**src/rtl/vga_mem_arbiter_if.sv**
```systemverilog
// Bus bundle for vga_mem_arbiter: the display read port, the capture write port
// and the sample RAM port. The arbiter uses the slave modport; the requesters and the RAM model use master.
interface vga_mem_arbiter_if #(
    parameter int ADDR_W = 10,
    parameter int DATA_W = 4
);
    logic              h_display;
    logic              rd_req;
    logic [ADDR_W-1:0] rd_addr;
    logic [DATA_W-1:0] rd_data;
    logic              rd_valid;
    logic              rd_deny;
    logic              wr_req;
    logic [ADDR_W-1:0] wr_addr;
    logic [DATA_W-1:0] wr_data;
    logic              wr_ready;
    logic              mem_en;
    logic              mem_we;
    logic [ADDR_W-1:0] mem_addr;
    logic [DATA_W-1:0] mem_wdata;
    logic [DATA_W-1:0] mem_rdata;

    modport slave (
        input  h_display, rd_req, rd_addr, wr_req, wr_addr, wr_data, mem_rdata,
        output rd_data, rd_valid, rd_deny, wr_ready, mem_en, mem_we, mem_addr, mem_wdata
    );

    modport master (
        output h_display, rd_req, rd_addr, wr_req, wr_addr, wr_data, mem_rdata,
        input  rd_data, rd_valid, rd_deny, wr_ready, mem_en, mem_we, mem_addr, mem_wdata
    );
endinterface

```
**src/rtl/vga_mem_arbiter.sv**
```systemverilog
// Single-port sample RAM arbiter: display reads win during the visible line, buffered captures drain in blanking.
// Defining ARB_STATS_EN adds saturating rd_deny_cnt / wr_stall_cnt outputs.
//
// state | meaning
// BLANK | horizontal blanking seen last cycle: FIFO drains first, reads take leftovers
// DISP  | visible line seen last cycle: reads first, FIFO writes take leftovers
module vga_mem_arbiter #(
    parameter int ADDR_W     = 10,
    parameter int DATA_W     = 4,
    parameter int FIFO_DEPTH = 4
) (
    input  logic                clk,
    input  logic                rst_n,
    vga_mem_arbiter_if.slave    bus
`ifdef ARB_STATS_EN
    ,
    output logic [15:0]         rd_deny_cnt,
    output logic [15:0]         wr_stall_cnt
`endif
);
    localparam int PTR_W = $clog2(FIFO_DEPTH);
    localparam int CNT_W = PTR_W + 1;

    typedef enum logic {BLANK = 1'b0, DISP = 1'b1} phase_t;

    phase_t state, state_next;

    logic [ADDR_W-1:0] fifo_addr [FIFO_DEPTH];
    logic [DATA_W-1:0] fifo_data [FIFO_DEPTH];
    logic [PTR_W-1:0]  wptr, rptr;
    logic [CNT_W-1:0]  count, count_next;
    logic              wr_ready_q;
    logic              fifo_ne, push, pop;
    logic              gnt_rd, gnt_wr;
    logic              rd_pend, rd_valid_q;
    logic [DATA_W-1:0] rd_data_q;

    always_ff @(posedge clk) begin
        if (!rst_n) state <= BLANK;
        else        state <= state_next;
    end

    always_comb begin
        state_next = state;
        case (state)
            BLANK:   if (bus.h_display)  state_next = DISP;
            DISP:    if (!bus.h_display) state_next = BLANK;
            default: state_next = BLANK;
        endcase
    end

    // Grants are forced low while reset is asserted so the RAM is never touched.
    always_comb begin
        gnt_rd = 1'b0;
        gnt_wr = 1'b0;
        if (rst_n) begin
            case (state)
                DISP: begin
                    gnt_rd = bus.rd_req;
                    gnt_wr = !bus.rd_req && fifo_ne;
                end
                default: begin
                    gnt_wr = fifo_ne;
                    gnt_rd = bus.rd_req && !fifo_ne;
                end
            endcase
        end
        bus.mem_en    = gnt_rd || gnt_wr;
        bus.mem_we    = gnt_wr;
        bus.mem_addr  = gnt_wr ? fifo_addr[rptr] : bus.rd_addr;
        bus.mem_wdata = gnt_wr ? fifo_data[rptr] : '0;
        bus.rd_deny   = rst_n && bus.rd_req && !gnt_rd;
    end

    assign fifo_ne    = (count != '0);
    assign push       = bus.wr_req && wr_ready_q;
    assign pop        = gnt_wr;
    assign count_next = count + CNT_W'(push) - CNT_W'(pop);

    always_ff @(posedge clk) begin
        if (push) begin
            fifo_addr[wptr] <= bus.wr_addr;
            fifo_data[wptr] <= bus.wr_data;
        end
    end

    always_ff @(posedge clk) begin
        if (!rst_n) begin
            wptr       <= '0;
            rptr       <= '0;
            count      <= '0;
            wr_ready_q <= 1'b1;
        end else begin
            if (push) wptr <= wptr + PTR_W'(1);
            if (pop)  rptr <= rptr + PTR_W'(1);
            count      <= count_next;
            wr_ready_q <= (count_next != CNT_W'(FIFO_DEPTH));
        end
    end

    assign bus.wr_ready = wr_ready_q;

    // RAM returns data the cycle after the grant; it is registered once more before the strobe.
    always_ff @(posedge clk) begin
        if (!rst_n) begin
            rd_pend    <= 1'b0;
            rd_valid_q <= 1'b0;
            rd_data_q  <= '0;
        end else begin
            rd_pend    <= gnt_rd;
            rd_valid_q <= rd_pend;
            if (rd_pend) rd_data_q <= bus.mem_rdata;
        end
    end

    assign bus.rd_valid = rd_valid_q;
    assign bus.rd_data  = rd_data_q;

`ifdef ARB_STATS_EN
    always_ff @(posedge clk) begin
        if (!rst_n) begin
            rd_deny_cnt  <= '0;
            wr_stall_cnt <= '0;
        end else begin
            if (bus.rd_deny && rd_deny_cnt != 16'hFFFF)
                rd_deny_cnt <= rd_deny_cnt + 16'd1;
            if (bus.wr_req && !wr_ready_q && wr_stall_cnt != 16'hFFFF)
                wr_stall_cnt <= wr_stall_cnt + 16'd1;
        end
    end
`endif
endmodule

```
**src/flat_wrapper.sv**
```systemverilog
// flat-port wrapper written by rule: the top's interface ports become plain ports
module vga_mem_arbiter_flat 
#(
    parameter int ADDR_W     = 10,
    parameter int DATA_W     = 4,
    parameter int FIFO_DEPTH = 4
)
  (clk, rst_n, bus_h_display, bus_rd_req, bus_rd_addr, bus_wr_req, bus_wr_addr, bus_wr_data, bus_mem_rdata, bus_rd_data, bus_rd_valid, bus_rd_deny, bus_wr_ready, bus_mem_en, bus_mem_we, bus_mem_addr, bus_mem_wdata);
  vga_mem_arbiter_if #(.ADDR_W(ADDR_W), .DATA_W(DATA_W)) bus_i ();
  input  logic clk;
  input  logic rst_n;
  input wire logic [$bits(bus_i.h_display)-1:0] bus_h_display;
  input wire logic [$bits(bus_i.rd_req)-1:0] bus_rd_req;
  input wire logic [$bits(bus_i.rd_addr)-1:0] bus_rd_addr;
  input wire logic [$bits(bus_i.wr_req)-1:0] bus_wr_req;
  input wire logic [$bits(bus_i.wr_addr)-1:0] bus_wr_addr;
  input wire logic [$bits(bus_i.wr_data)-1:0] bus_wr_data;
  input wire logic [$bits(bus_i.mem_rdata)-1:0] bus_mem_rdata;
  output wire logic [$bits(bus_i.rd_data)-1:0] bus_rd_data;
  output wire logic [$bits(bus_i.rd_valid)-1:0] bus_rd_valid;
  output wire logic [$bits(bus_i.rd_deny)-1:0] bus_rd_deny;
  output wire logic [$bits(bus_i.wr_ready)-1:0] bus_wr_ready;
  output wire logic [$bits(bus_i.mem_en)-1:0] bus_mem_en;
  output wire logic [$bits(bus_i.mem_we)-1:0] bus_mem_we;
  output wire logic [$bits(bus_i.mem_addr)-1:0] bus_mem_addr;
  output wire logic [$bits(bus_i.mem_wdata)-1:0] bus_mem_wdata;
  assign bus_i.h_display = bus_h_display;
  assign bus_i.rd_req = bus_rd_req;
  assign bus_i.rd_addr = bus_rd_addr;
  assign bus_i.wr_req = bus_wr_req;
  assign bus_i.wr_addr = bus_wr_addr;
  assign bus_i.wr_data = bus_wr_data;
  assign bus_i.mem_rdata = bus_mem_rdata;
  assign bus_rd_data = bus_i.rd_data;
  assign bus_rd_valid = bus_i.rd_valid;
  assign bus_rd_deny = bus_i.rd_deny;
  assign bus_wr_ready = bus_i.wr_ready;
  assign bus_mem_en = bus_i.mem_en;
  assign bus_mem_we = bus_i.mem_we;
  assign bus_mem_addr = bus_i.mem_addr;
  assign bus_mem_wdata = bus_i.mem_wdata;
  vga_mem_arbiter #(.ADDR_W(ADDR_W), .DATA_W(DATA_W), .FIFO_DEPTH(FIFO_DEPTH)) u_core (.clk(clk), .rst_n(rst_n), .bus(bus_i));
endmodule
```
**config.mk**
```make
export PLATFORM = sky130hd
export DESIGN_NAME = vga_mem_arbiter_flat
export DESIGN_NICKNAME = d
export VERILOG_FILES = /design/src/rtl/vga_mem_arbiter_if.sv /design/src/rtl/vga_mem_arbiter.sv /design/src/flat_wrapper.sv
export SDC_FILE = /design/constraint.sdc
export NUM_CORES = 1
export LEC_CHECK = 0
export ABC_AREA = 1
export CORE_ASPECT_RATIO = 0.75
export CORE_UTILIZATION = 52
export DETAILED_ROUTE_END_ITERATION = 8
export MAX_ROUTING_LAYER = met4
export PLACE_DENSITY = 0.79
export SLEW_MARGIN = 0
export SYNTH_ARGS = -nofsm -noshare
export SYNTH_HDL_FRONTEND = slang
export SYNTH_SLANG_ARGS = --single-unit
```
**constraint.sdc**
```tcl
create_clock -name clk -period 3 [get_ports clk]
set_clock_uncertainty 0.05 [all_clocks]
set_input_delay 0.3 -clock clk [delete_from_list [all_inputs] [get_ports clk]]
set_output_delay 0.3 -clock clk [all_outputs]
set_load 0.005 [all_outputs]
```
[Yosys cells after proc, flatten, opt, wreduce, memory -nomap -nowiden]
Memories as Yosys holds them, arrays and structs flattened. A register that Yosys moved wholly into a read port is not among the register bits.
Index checks and enable logic that the tools add are counted.
Word-level totals
  bits in writable memories: 56
  register bits after elaboration: 15
  memories: 2
  logic and storage cells: 38
Memories
  u_core.fifo_addr: words 4, width 10, rd ports 1, clocked after Yosys merged registers in 1, wr ports 1, RTL line vga_mem_arbiter.sv:28  | logic [ADDR_W-1:0] fifo_addr [FIFO_DEPTH];
  u_core.fifo_data: words 4, width 4, rd ports 1, clocked after Yosys merged registers in 1, wr ports 1, RTL line vga_mem_arbiter.sv:29  | logic [DATA_W-1:0] fifo_data [FIFO_DEPTH];
Operators by class
  equal/unequal tests: 1
  add/subtract/negate cells: 4
  muxes and demuxes: 13
  reduce and logical (&&, ||, !) cells: 10
Operators by type and width (number)
  $mux W10: 1
  $mux W2: 4
  $mux W1: 7
  $logic_and A1 B1 Y1: 5
  $add A2 B1 Y2 const B: 2
  $mux W4: 1
  $add A3 B1 Y3: 1
  $logic_not A1 Y1: 3
  $ne A3 B3 Y1 const B: 1
  $reduce_bool A3 Y1: 1
  $sub A3 B1 Y3: 1
  $logic_or A1 B1 Y1: 1

[Longest topological paths before layout]
Gate-level depths: netlist of run 1.
  depth after elaboration: 7
  gate-level depth with buffers: 12

[Least setup slack after synthesis of run 1]
OpenSTA, ideal clock, no wires.
  kind: register to register
  start: reg u_core.count[1]
  end: reg u_core.count[2]
  period minus slack after synthesis: 2.158 ns
  arrival: 1.992 ns
  slack: 0.842 ns
  stages on the path, launching flop included: 13
  required time: 2.834 ns
  library setup time: 0.116 ns
  cell sequence: dfxtp_1 > nor2_1 > nand2_2 > nand2_4 > clkinv_2 > buf_6 > ha_1 > inv_1 > ha_1 > fa_1 > inv_1 > nand3_1 > and3_1
Between the ends
  longest elaborated chain between the ends: 5
  elaborated cells between the ends (all ways): 6
  classes of those cells: 2 x add/sub; 2 x mux; 2 x reduce/logical
Ends and longest elaborated chain
  start, declared: RTL line vga_mem_arbiter.sv:31  | logic [CNT_W-1:0] count, count_next;
  start signal, assigned: RTL line vga_mem_arbiter.sv:96  | count <= count_next;
  $reduce_bool A3 Y1 (*): RTL line vga_mem_arbiter.sv:75  | assign fifo_ne = (count != '0);
  $logic_and A1 B1 Y1: RTL line vga_mem_arbiter.sv:60  | gnt_wr = !bus.rd_req && fifo_ne;
  $mux W1 (*): RTL line vga_mem_arbiter.sv:57  | case (state)
  $mux W1 (*): RTL line vga_mem_arbiter.sv:56  | if (rst_n) begin
  via bus_mem_we: RTL line flat_wrapper.sv:24  | output wire logic [$bits(bus_i.mem_we)-1:0] bus_mem_we;
  $sub A3 B1 Y3 (*): RTL line vga_mem_arbiter.sv:78  | assign count_next = count + CNT_W'(push) - CNT_W'(pop);
Mark *: on every way through the listed nets, which the timed path passes. The rest lies on a longest branch.
A chain may end at the register's enable or synchronous reset.

==> results of run 1 <==
-- Yosys cell counts (3+ instances only) --
library cell,count
o211ai_1,10
edfxtp_1,56
buf_2,4
clkbuf_1,3
nor2_1,54
nand2_1,84
dfxtp_1,17
inv_1,42
ha_1,6
o21ai_0,14
a21oi_1,9
nand3_1,3
-- worst min-delay path, cell delays in order (launching register included) --
cell,delay (ps)
dfxtp_1,360
nand2_1,80
inv_1,30
-- state kept, by name (all words and copies together) (netlist names), named ones only --
signal	cells
u_core.bus.rd_data	4
u_core.fifo_data	16
u_core.rptr	2
u_core.rd_pend	1
u_core.wptr	2
u_core.bus.wr_ready	1
u_core.state	1
u_core.count	3
u_core.bus.rd_valid	1
u_core.fifo_addr	40
-- cells by family after synthesis --
| family | after synthesis | share of synthesized area |
|---|---|---|
| AO/OA/AOI/OAI | 34 | 0.0661 |
| flip-flops | 73 | 0.647 |
| buffers and inverters | 55 | 0.0741 |
| AND/OR/NAND/NOR | 146 | 0.182 |
| adder cells (fa/ha/maj) | 7 | 0.0304 |
-- worst paths after layout --
check	start	slack (ps)	end
max	flop	600	bus_mem_addr[4]
min	u_core.rd_pend$_SDFF_PN0_	470	u_core.bus.rd_valid$_SDFF_PN0_
max reg2reg	u_core.count[1]$_SDFF_PN0_	610	u_core.count[2]$_SDFF_PN0_
min reg2reg	u_core.rd_pend$_SDFF_PN0_	470	u_core.bus.rd_valid$_SDFF_PN0_
-- per-layer routing --
layer  track usage  vias to the layer above
li1              -                     1136
met1         0.260                     1024
met2         0.329                       49
met3        0.0706                        7
met4        0.0776                        0
met5             -                        -
-- through the flow --
stage	hold slack, ps	utilization
3_3_place_gp	433	0.649
6_report	467	0.681
3_5_place_dp	444	0.649
2_1_floorplan	348	-
5_1_grt	465	0.681
4_1_cts	446	0.681
-- power by group --
part,switching (mW),internal [mW]
sequential,0.0540,1.25
combinational,0.489,0.390
clock,0.338,0.375
-- area by class of cell --
type | instances | area (um2) | area share
repair buffers | 62 | 603 | 0.153
flip-flops and latches | 73 | 2020 | 0.512
multi-input cells | 187 | 871 | 0.221
well taps | 78 | 97.6 | 0.0247
inverters | 45 | 170 | 0.0431
clock inverters | 7 | 61.3 | 0.0155
clock buffers | 9 | 124 | 0.0314
==> results_dict.tcl, run 1 <==
set metrics [dict create \
    clock_path_buffers 2 \
    antenna_found_initial 0 \
    ys_warn_count 0 \
    syn_inst 315 \
    cts_hold_buf 0 \
    power.total_mw 2.89 \
    grt_start_max_net_pins 50 \
    cts-root-buf "clkbuf_8" \
    wirelength_mm 5.89 \
    first_pass_iters 4 \
    num_io_pins 56 \
    place_ws_ps 348 \
    setup_viol 0 \
    ys_async_sr_fraction 0 \
    synthFlopType "edfxtp_1" \
    wl_per_cell_um 12.8 \
    ctsResizeCount 0 \
    ys_ff_latch 73 \
    post-route-period-util 0.801 \
    yosysUniqueCellTypes 23 \
    cts_setup_buffers 0 \
    finalNetCount 418 \
    crit_slowest_cell "clkdlybuf4s50_1" \
    cts_tree "done" \
    rsz0062_at_grt "false" \
    final_hold_viol_count 0 \
    clock-sinks 73 \
    ys_seq_area_frac 0.647 \
    syn-cell-area_um2 3120 \
    fin_tns_setup_ps 0 \
    met3_length_um 273 \
    dr_wl_met2_mm 2.88 \
    diodes 0 \
    worstSetupEndpointType "output port" \
    dpl.hpwl_mm 3.87 \
    drive_gt1_frac 0.0705 \
    synth_area_per_cell_um2 9.92 \
    path_delay_family "buffers and inverters" \
    synth_nets 355 \
    criticalPathCategory "flop to output port" \
    p_leak_nw 1.62 \
    met1_length_mm 2.67 \
    avgViaCountPerCell 4.81 \
    synthTopCellsByArea "edfxtp_1 (54%), dfxtp_1 (11%), nand2_1 (10%)" \
    path_depth 8 \
    placed_cell_area_um2 3760 \
    drt-initial-drc-count 108 \
    crit_fanout 49 \
    path_common_cell "nand2_1" \
    grt_use_total 0.212 \
    die_w_um 91.5 \
    critPathArrivalTime_ps 2050 \
    period_needed_ps 2400 \
    crit_required_ps 2650 \
    first_global_vias 2105 \
    critPathBufInv 2 \
    drc 0 \
    vias 2216 \
    hold_class "flop to flop" \
    fillers 425 \
    grt_overflow 0 \
    dp.cells 445 \
    max_freq_mhz 416 \
    core_area_um2 5800 \
    dieArea_um2 6330 \
    clk_latency_ps 340 \
    synth_area_leader_cell "edfxtp_1" \
    finalNonFillerCells 461 \
    run_status "finished, final reports clean" \
    clkTransAtPathRegs_ps 70 \
    topRoutingLayerUsed "met4" \
    rows 24 \
    maxCapViolCount 0 \
    drv_slew 0 \
    start_kind "flop" \
    ant_nets 0 \
    grt_pass1_wl_mm 9.71 \
    layout_commonest_cell "nand2_1" \
    crit_chain "buf_4 > nor2_1 > nor2_1 > nand2_1 > nand2_1 > nand2_1 > nand2_1 > clkdlybuf4s50_1" \
    io_buffer_count 55 \
    ff2ff_path_depth 11 \
    yosysTopAreaCellShare 0.538 \
    slowest_delay_ps 490 \
    ir_drop_mv 0.429 \
    place_congestion 0.743 \
    mostFrequentLayoutCells "nand2_1 (84), edfxtp_1 (56), clkdlybuf4s50_1 (55)" \
    final_cell_area_um2 3950 \
    min_path_cells 2 \
    p_per_area_nw_per_um2 733 \
    cts_made_buffers 9 \
    htreeDepth 3 \
    slew_headroom 0.697 \
    worst_slack_ps 596 \
    initial_core_util 0.539 \
    tightest_slew_ps 454 \
    die_height_um 69.1 \
    areaGrowthSynthToFinish_pct 26.4 \
    synth-edff-count 56 \
]
Power figures use the tool's default switching activity.
==> run 2: changes to the inputs <==
==> constraint.sdc (replaced) <==
create_clock -name clk -period 2.3 [get_ports clk]
set_clock_uncertainty 0.05 [all_clocks]
set_input_delay 0.23 -clock clk [delete_from_list [all_inputs] [get_ports clk]]
set_output_delay 0.23 -clock clk [all_outputs]
set_load 0.005 [all_outputs]
==> run 2 against run 1 <==
Against the previous run:
- largest power group unchanged
- clock power up 28%
- critical path depth decreased by 1
- first-iteration DRC count rose by 22%
- utilization is 1.1 points higher
- sequential share of layout area is 0.75 points lower
- flip-flop and latch count unchanged
- total power increased by 33%
- hold slack worse by 110 ps
==> results_dict.tcl, run 2 (synthesized netlist as in run 1, its figures left out) <==
set metrics [dict create \
    clock_path_buffers 2 \
    post-route-period-util 0.952 \
    dieArea_um2 6330 \
    largest_reg_flops 40 \
    critPathBufInv 3 \
    antenna_found_initial 0 \
    path_delay_family "buffers and inverters" \
    cts_hold_buf 0 \
    cts_made_buffers 9 \
    worstHoldStart "bus_h_display" \
    power.total_mw 3.85 \
    ctsResizeCount 0 \
    layout_commonest_cell "nand2_1" \
    wirelength_mm 6.25 \
    drc 0 \
    worstSetupEndpointType "output port" \
    dpl.hpwl_mm 4.04 \
    cts_tree "done" \
    criticalPathCategory "flop to output port" \
    maxCapViolCount 0 \
    core_area_um2 5800 \
    crit_slowest_cell "clkdlybuf4s50_1" \
    ir_drop_mv 0.524 \
    dp.cells 447 \
    crit_required_ps 2020 \
    crit_chain "nor2_2 > nand2_2 > nand2_4 > clkinv_2 > buf_6 > or2_1 > clkdlybuf4s50_1" \
    setup_viol 0 \
    slew_headroom 0.830 \
    mostFrequentLayoutCells "nand2_1 (84), edfxtp_1 (56), clkdlybuf4s50_1 (55)" \
    grt_overflow 0 \
    p_leak_nw 1.64 \
    slowest_delay_ps 450 \
    cts-root-buf "clkbuf_8" \
    r2r_start "u_core.count[2]$_SDFF_PN0_" \
    rows 24 \
    regArea_um2 2020 \
    rsz0062_at_grt "false" \
    place_congestion 0.736 \
    grt_start_max_net_pins 50 \
    cts_setup_buffers 0 \
    clock-sinks 73 \
    run_status "finished, final reports clean" \
    fin_hold_ws_ps 360 \
    wl_per_cell_um 13.5 \
    final_hold_viol_count 0 \
    fillers 409 \
    die_height_um 69.1 \
    ant_nets 0 \
    start_kind "flop" \
    first_global_vias 2199 \
    critPathArrivalTime_ps 1910 \
    htreeDepth 3 \
    drv_slew 0 \
    initial_core_util 0.539 \
    avgViaCountPerCell 4.82 \
    die_w_um 91.5 \
    drt-initial-drc-count 132 \
    p_per_area_nw_per_um2 960 \
    num_io_pins 56 \
    drive_gt1_frac 0.0803 \
    tightest_slew_ps 254 \
    fin_tns_setup_ps 0 \
    first_pass_iters 6 \
    hold_class "primary input to flop" \
    areaGrowthSynthToFinish_pct 28.4 \
    finalNetCount 421 \
    finalNonFillerCells 464 \
    clkTransAtPathRegs_ps 70 \
    io_buffer_count 55 \
    grt_use_total 0.226 \
    diodes 0 \
    crit_fanout 13 \
    largest_register "u_core.fifo_addr" \
    period_needed_ps 2190 \
    multi_input_area_um2 877 \
    vias 2238 \
    setup.worst_path.start "u_core.count[2]$_SDFF_PN0_" \
    clk_latency_ps 340 \
    max_freq_mhz 457 \
    grt_pass1_wl_mm 10.4 \
]
## run 2: changes by cell type in the layout (fill, tap and decap cells not counted), sizes merged
cell    previous run  this run
buf                7         9
clkbuf             9        12
clkinv             7         5
## run 2: layout make-up
type / count / area share
Sequential cell: 73 / 0.505
Multi-Input combinational cell: 187 / 0.219
Timing Repair Buffer: 65 / 0.165
Inverter: 45 / 0.0430
Clock buffer: 11 / 0.0327
Tap cell: 78 / 0.0243
Clock inverter: 5 / 0.0115
## run 2: stage by stage
step | cell area [um2] | worst slack (ps) | utilization
5_1_grt | 4010 | 4.19 | 0.692
6_report | 4010 | 110 | 0.692
2_1_floorplan | 3120 | 142 | -
3_5_place_dp | 3790 | -73.4 | 0.654
3_3_place_gp | 3790 | 24.3 | 0.654
4_1_cts | 3970 | 16.4 | 0.685
## run 2: where the power goes
part / total (mW) / switching (mW) / internal (mW) / leakage, nW
Clock: 0.911 / 0.423 / 0.489 / 0.0898
Sequential: 1.71 / 0.0821 / 1.63 / 0.654
Combinational: 1.23 / 0.657 / 0.570 / 0.900
## run 2: path summary, 6_finish.rpt
kind / endpoint / slack, ps / cells after the start
worst max-delay path: bus_mem_en / 110 / 7
worst min-delay path: u_core.state$_SDFF_PN0_ / 360 / 3
worst max register to register: u_core.count[2]$_SDFF_PN0_ / 190 / 11
worst min register to register: u_core.bus.rd_valid$_SDFF_PN0_ / 450 / 2
## run 2: worst register-to-register path: stages, from the launching register on
cell      delay, ps
dfxtp_1         330
nor2_2          130
nand2_2         120
nand2_4         100
clkinv_2         60
ha_1            280
inv_1            40
ha_1            180
fa_1            380
inv_1            70
nand3_1          90
and3_1          170
## run 2: layer usage
layer,vias up,part of all wire,GRT usage,wire [um]
met2,53,0.49,0.372,3060
met4,0,0.011,0.0600,70
met1,1032,0.45,0.269,2810
met3,11,0.049,0.0740,309
li1,1142,-,-,-
met5,-,0,-,0
==> run 3: changes to the inputs <==
--- a/config.mk
+++ b/config.mk
@@ -6,11 +6,13 @@
 export NUM_CORES = 1
 export LEC_CHECK = 0
 export ABC_AREA = 1
+export CELL_PAD_IN_SITES_DETAIL_PLACEMENT = 1
+export CELL_PAD_IN_SITES_GLOBAL_PLACEMENT = 2
 export CORE_ASPECT_RATIO = 0.75
-export CORE_UTILIZATION = 52
+export CORE_UTILIZATION = 32
 export DETAILED_ROUTE_END_ITERATION = 8
-export MAX_ROUTING_LAYER = met4
-export PLACE_DENSITY = 0.79
+export PLACE_DENSITY_LB_ADDON = 0.1
+export SETUP_SLACK_MARGIN = 0.02
 export SLEW_MARGIN = 0
 export SYNTH_ARGS = -nofsm -noshare
 export SYNTH_HDL_FRONTEND = slang
==> run 3 against run 2 <==
Against the previous run:
- hold slack worse by 36 ps
- wire length increased by 4.7%
- via count is 1.7% lower
- final area up 5.1%
- largest cell class unchanged
- die area up 61%
- critical path type unchanged
- sequential share of layout area is 2.5 points lower
==> results_dict.tcl, run 3 (synthesized netlist as in run 1, its figures left out) <==
set metrics [dict create \
    drc 0 \
    rsz0062_at_grt "false" \
    cts_hold_buf 0 \
    first_global_vias 2171 \
    dpl.hpwl_mm 4.61 \
    ir_drop_mv 0.433 \
    die_w_um 116 \
    drive_gt1_frac 0.0902 \
    max_freq_mhz 463 \
    p_switching_mw 1.24 \
    die_height_um 87.6 \
    ff2ff_path_depth 11 \
    p_per_area_nw_per_um2 1040 \
    place_congestion 0.731 \
    clock_path_buffers 2 \
    largest_reg_flops 40 \
    finalNonFillerCells 516 \
    largest_register "u_core.fifo_addr" \
    post-route-period-util 0.940 \
    crit_chain "nor2_2 > nand2_2 > nand2_4 > clkinv_2 > buf_6 > or2_1 > clkdlybuf4s50_1" \
    regArea_um2 2020 \
    power_frac_seq 0.390 \
    fillers 1048 \
    vias 2201 \
    switching_share 0.284 \
    clkTransAtPathRegs_ps 60 \
    htreeDepth 3 \
    drv_slew 0 \
    final_cell_area_um2 4220 \
    core_area_um2 9270 \
    final_hold_viol_count 0 \
    drt-initial-drc-count 52 \
    maxCapViolCount 0 \
    areaGrowthSynthToFinish_pct 35.0 \
    layout_commonest_cell "nand2_1" \
    crit_fanout 13 \
    wirelength_mm 6.55 \
    p_int_mw 3.13 \
    p_leak_nw 1.72 \
    diodes 0 \
    reg2reg_slack_ps 240 \
    multi_input_area_um2 873 \
    cts_tree "done" \
    min_path_cells 4 \
    grt_pass1_wl_mm 10.7 \
    critPathBufInv 3 \
    dieArea_um2 10200 \
    cts-root-buf "clkbuf_16" \
    mostFrequentLayoutCells "nand2_1 (84), edfxtp_1 (56), clkdlybuf4s50_1 (54)" \
    ant_nets 0 \
    io_buffer_count 55 \
    initial_core_util 0.337 \
    crit_required_ps 2020 \
    grt_overflow 0 \
    dp.cells 501 \
    hold_end "u_core.rptr[1]$_SDFFE_PN0P_" \
    clock-sinks 73 \
    run_status "finished, final reports clean" \
    setup_viol 0 \
    period_needed_ps 2160 \
    grt_start_max_net_pins 50 \
    p_comb_frac 0.276 \
    finalNetCount 424 \
    avgViaCountPerCell 4.27 \
    critPathArrivalTime_ps 1880 \
    first_pass_iters 4 \
    placed_cell_area_um2 3880 \
    rows 30 \
    antenna_found_initial 0 \
    grt_use_total 0.143 \
    num_io_pins 56 \
    slew_headroom 0.821 \
    worstSetupEndpointType "output port" \
    clock_power_share 0.334 \
    wl_per_cell_um 12.7 \
    r2r_start "u_core.count[2]$_SDFF_PN0_" \
    start_kind "flop" \
    worstHoldStart "rst_n" \
    crit_slowest_cell "clkdlybuf4s50_1" \
    cts_made_buffers 9 \
    slowest_delay_ps 450 \
    criticalPathCategory "flop to output port" \
    tightest_slew_ps 269 \
    path_delay_family "buffers and inverters" \
    hold_class "primary input to flop" \
    worstReg2RegEnd "u_core.count[2]$_SDFF_PN0_" \
    clk_latency_ps 330 \
]
-- run 3: cell count changes in the layout (fill, tap and decap cells not counted), moves of 2 or more --
cell,before,now
clkbuf_8,9,0
clkbuf_16,1,9
buf_4,6,10
clkinv_1,3,0
clkbuf_1,2,0
clkinvlp_4,0,2
dfxtp_1,15,17
dfxtp_2,2,0
-- run 3: worst max path at each step --
| stage | end | from | depth (start not counted) |
|---|---|---|---|
| final | bus_mem_en | u_core.count[2]$_SDFF_PN0_ | 7 |
| after global routing | bus_mem_addr[5] | flop | 8 |
| after CTS | bus_mem_addr[0] | rst_n | 9 |
| after detailed placement | u_core.bus.wr_ready$_SDFF_PN1_ | rst_n | 11 |
| after global placement | u_core.bus.wr_ready$_SDFF_PN1_ | rst_n | 11 |
| after floorplan | u_core.count[2]$_SDFF_PN0_ | u_core.count[1]$_SDFF_PN0_ | 12 |
-- run 3: tightest hold or removal path, stage by stage --
cell	delay [ps]
dlymetal6s2s_1	170
inv_2	100
buf_4	110
a21oi_1	30
-- run 3: power groups by stage --
stage / clock [mW] / combinational, mW / sequential, mW
finish: 1.46 / 1.21 / 1.71
CTS: 1.49 / 1.23 / 1.71
global route: 1.53 / 1.39 / 1.73
global placement: 0 / 1.21 / 1.73
detailed placement: 0 / 1.23 / 1.73
floorplan: 0 / 0.689 / 1.72
-- run 3: layout make-up --
cell class,instances,area share
multi-input combinational,187,0.207
clock inverter,6,0.0220
clock buffer,9,0.0534
sequential,73,0.480
timing repair buffer,68,0.159
tap,128,0.0380
inverter,45,0.0409
-- run 3: per-layer routing --
metal | track usage | vias to the layer above | wire length (um)
met4 | 0.0524 | 0 | 56
met3 | 0.0394 | 4 | 199
met2 | 0.235 | 26 | 3050
li1 | - | 1148 | -
met1 | 0.182 | 1023 | 3240
met5 | 0 | - | 0
-- run 3: repair_timing --
action | 4_1_cts | 5_1_grt
endpoints found under the hold margin | 0 | 0
pin swaps | 0 | 1
setup endpoints to repair | 1 | 13
gates resized for setup | 1 | 5
setup buffers | 0 | 0
-- run 3: metrics by stage --
step | setup TNS, ps | utilization | setup WS, ps | total power [mW] | hold slack (ps)
final | 0 | 0.455 | 139 | 4.38 | 325
after global routing | 0 | 0.455 | 26.0 | 4.64 | 339
after CTS | 0 | 0.453 | 21.6 | 4.43 | 373
after detailed placement | -123 | 0.419 | -71.1 | 2.96 | 438
after global placement | -31.7 | 0.419 | -27.0 | 2.94 | 430
after floorplan | 0 | - | 142 | 2.41 | 278
==> RTL change: new RTL, config.mk and constraints of run 1 <==
`DATA_W` is set to 4 in 3 places; all go to 3.
--- a/src/rtl/vga_mem_arbiter_if.sv
+++ b/src/rtl/vga_mem_arbiter_if.sv
@@ -4,3 +4,3 @@
     parameter int ADDR_W = 10,
-    parameter int DATA_W = 4
+    parameter int DATA_W = 3
 );
--- a/src/rtl/vga_mem_arbiter.sv
+++ b/src/rtl/vga_mem_arbiter.sv
@@ -8,3 +8,3 @@
     parameter int ADDR_W     = 10,
-    parameter int DATA_W     = 4,
+    parameter int DATA_W     = 3,
     parameter int FIFO_DEPTH = 4
--- a/src/flat_wrapper.sv
+++ b/src/flat_wrapper.sv
@@ -4,3 +4,3 @@
     parameter int ADDR_W     = 10,
-    parameter int DATA_W     = 4,
+    parameter int DATA_W     = 3,
     parameter int FIFO_DEPTH = 4
Ports: changed (resized bus_mem_rdata, bus_mem_wdata, bus_rd_data and bus_wr_data); port bits go from 56 to 52. No check against the original RTL was run, so the function may have changed too.
==> RTL change against run 1 <==
  * Wire length is 6.6% lower
  * Cell area is 5.5% lower
  * Sequential share of layout area is 0.77 points lower
  * Synthesized area is 5.6% lower
  * Worst setup slack better by 0.064 ns
  * Sequential cell count is 5 lower
  * First-iteration DRC count is 22% lower
  * Via count is 7.7% lower
  * Total power is 4.1% lower
  * Critical endpoint is now bus_mem_addr[9]
  * Highest routed layer unchanged
==> RTL change: results <==
[placed_design]
hpwl_mm = 3.68
port_buffers = 51
preCtsSetupSlack_ns = 0.379
gp_congestion = 0.757

[final_layout]
drive_gt1_share_pct = 8.84
antenna_cells = 0
largestRegisters = u_core.fifo_addr: 40 flops, u_core.fifo_data: 12 flops
fill_cells = 446
nets = 395

[clock_tree]
cts-resized-gates = 0
clock_latency_ns = 0.34
cts_setup_buffers = 0
clockRootBuffer = clkbuf_8
hold_buffers = 0
ctsLongestPathBuffers = 2
htree_num_levels = 3
cts.clk_slew.worst_paths_ns = 0.07
numCtsBuffers = 9

[critical_path]
critPathMaxStageDelay_ns = 0.49
crit_path_max_fanout = 47
ff2ff_path_depth = 12
arrival_ns = 1.99
cpLargestDelayFamily = buffers and inverters
crit_path_top_delay_cell = clkdlybuf4s50_1

[status]
status = finished, final reports clean

[timing]
tightestPinTransition_ns = 0.436
final_max_slew_viol_count = 0

[synth]
synth_nets = 336
synth_edf_count = 52
ys_types = 22
ys_top_cells_by_count = 84 x nand2_1, 52 x edfxtp_1, 47 x nor2_1, 38 x inv_1, 16 x dfxtp_1
ys_seq_area_share_pct = 63.8
ys_async_sr_fraction_pct = 0
synth_area_leaders = edfxtp_1 53%, dfxtp_1 11%, nand2_1 11%, nor2_1 6.0%, inv_1 4.8%
ys_warn_count = 0

[routing]
drc = 0
wl_per_cell_um = 12.6
via_per_inst = 4.68
drt_first_pass_iters = 4
drt_iter0_markers = 84

[pwr]
p_leak_nw = 1.53
vdd_drop_max_v = 0.000461

[grt]
track_usage_pct = 21.3
grt_max_degree = 48
grt_pass1_wl_mm = 8.63
grt_pass1_vias = 1863
antenna_found_initial = 0

[hold_path]
hold_class = in -> reg
whs_path_depth = 3
[RTL change: cell families (layout without fill, tap and decap cells)]
group           Yosys count  count (layout)  synth area share (%)
compound gates           30              30                  6.32
xor+xnor                  2               2                 0.594
fa+ha+maj                 7               7                  3.23
buf+inv                  54             118                  7.89
flops                    68              68                  63.8
simple gates            137             137                  18.1
[RTL change: worst paths after layout]
path / start / end / slack [ns]
setup / recovery: register / bus_mem_addr[9] / 0.66
hold / removal: bus_h_display / u_core.state$_SDFF_PN0_ / 0.43
setup reg to reg: u_core.count[1]$_SDFF_PN0_ / u_core.bus.wr_ready$_SDFF_PN1_ / 0.74
hold reg to reg: u_core.rd_pend$_SDFF_PN0_ / u_core.bus.rd_valid$_SDFF_PN0_ / 0.45
[RTL change: cell type report]
cell class	count	share of cell area, %
Clock buffer	9	3.32
Clock inverter	7	1.81
Inverter	44	4.49
Multi-Input combinational cell	176	22.3
Sequential cell	68	50.4
Tap cell	75	2.52
Timing Repair Buffer	58	15.1
[RTL change: power by group]
part	internal (W)	total [W]	switching [W]
clock	0.000378	0.000709	0.000331
combinational	0.000378	0.000854	0.000476
sequential	0.00116	0.00121	0.0000531
[RTL change: tightest hold or removal path: stages]
cell and delay [ns]:
clkdlybuf4s50_1 0.39, nand2_1 0.06, inv_1 0.03
[RTL change: layer usage]
layer,up-vias,part of all wire (%),GRT usage (%)
met2,46,51,35.7
met1,935,43,23.9
met3,4,4.9,8.56
li1,1061,-,-
met5,-,0,-
met4,0,0.49,6.15
[RTL change: through the flow]
stage / cells / hold slack, ns / instance area (µm²)
6_report: 437 / 0.434 / 3730
5_1_grt: 437 / 0.449 / 3730
4_1_cts: 437 / 0.416 / 3730
3_5_place_dp: 421 / 0.429 / 3540
3_3_place_gp: 421 / 0.429 / 3540
2_1_floorplan: 298 / 0.348 / 2950
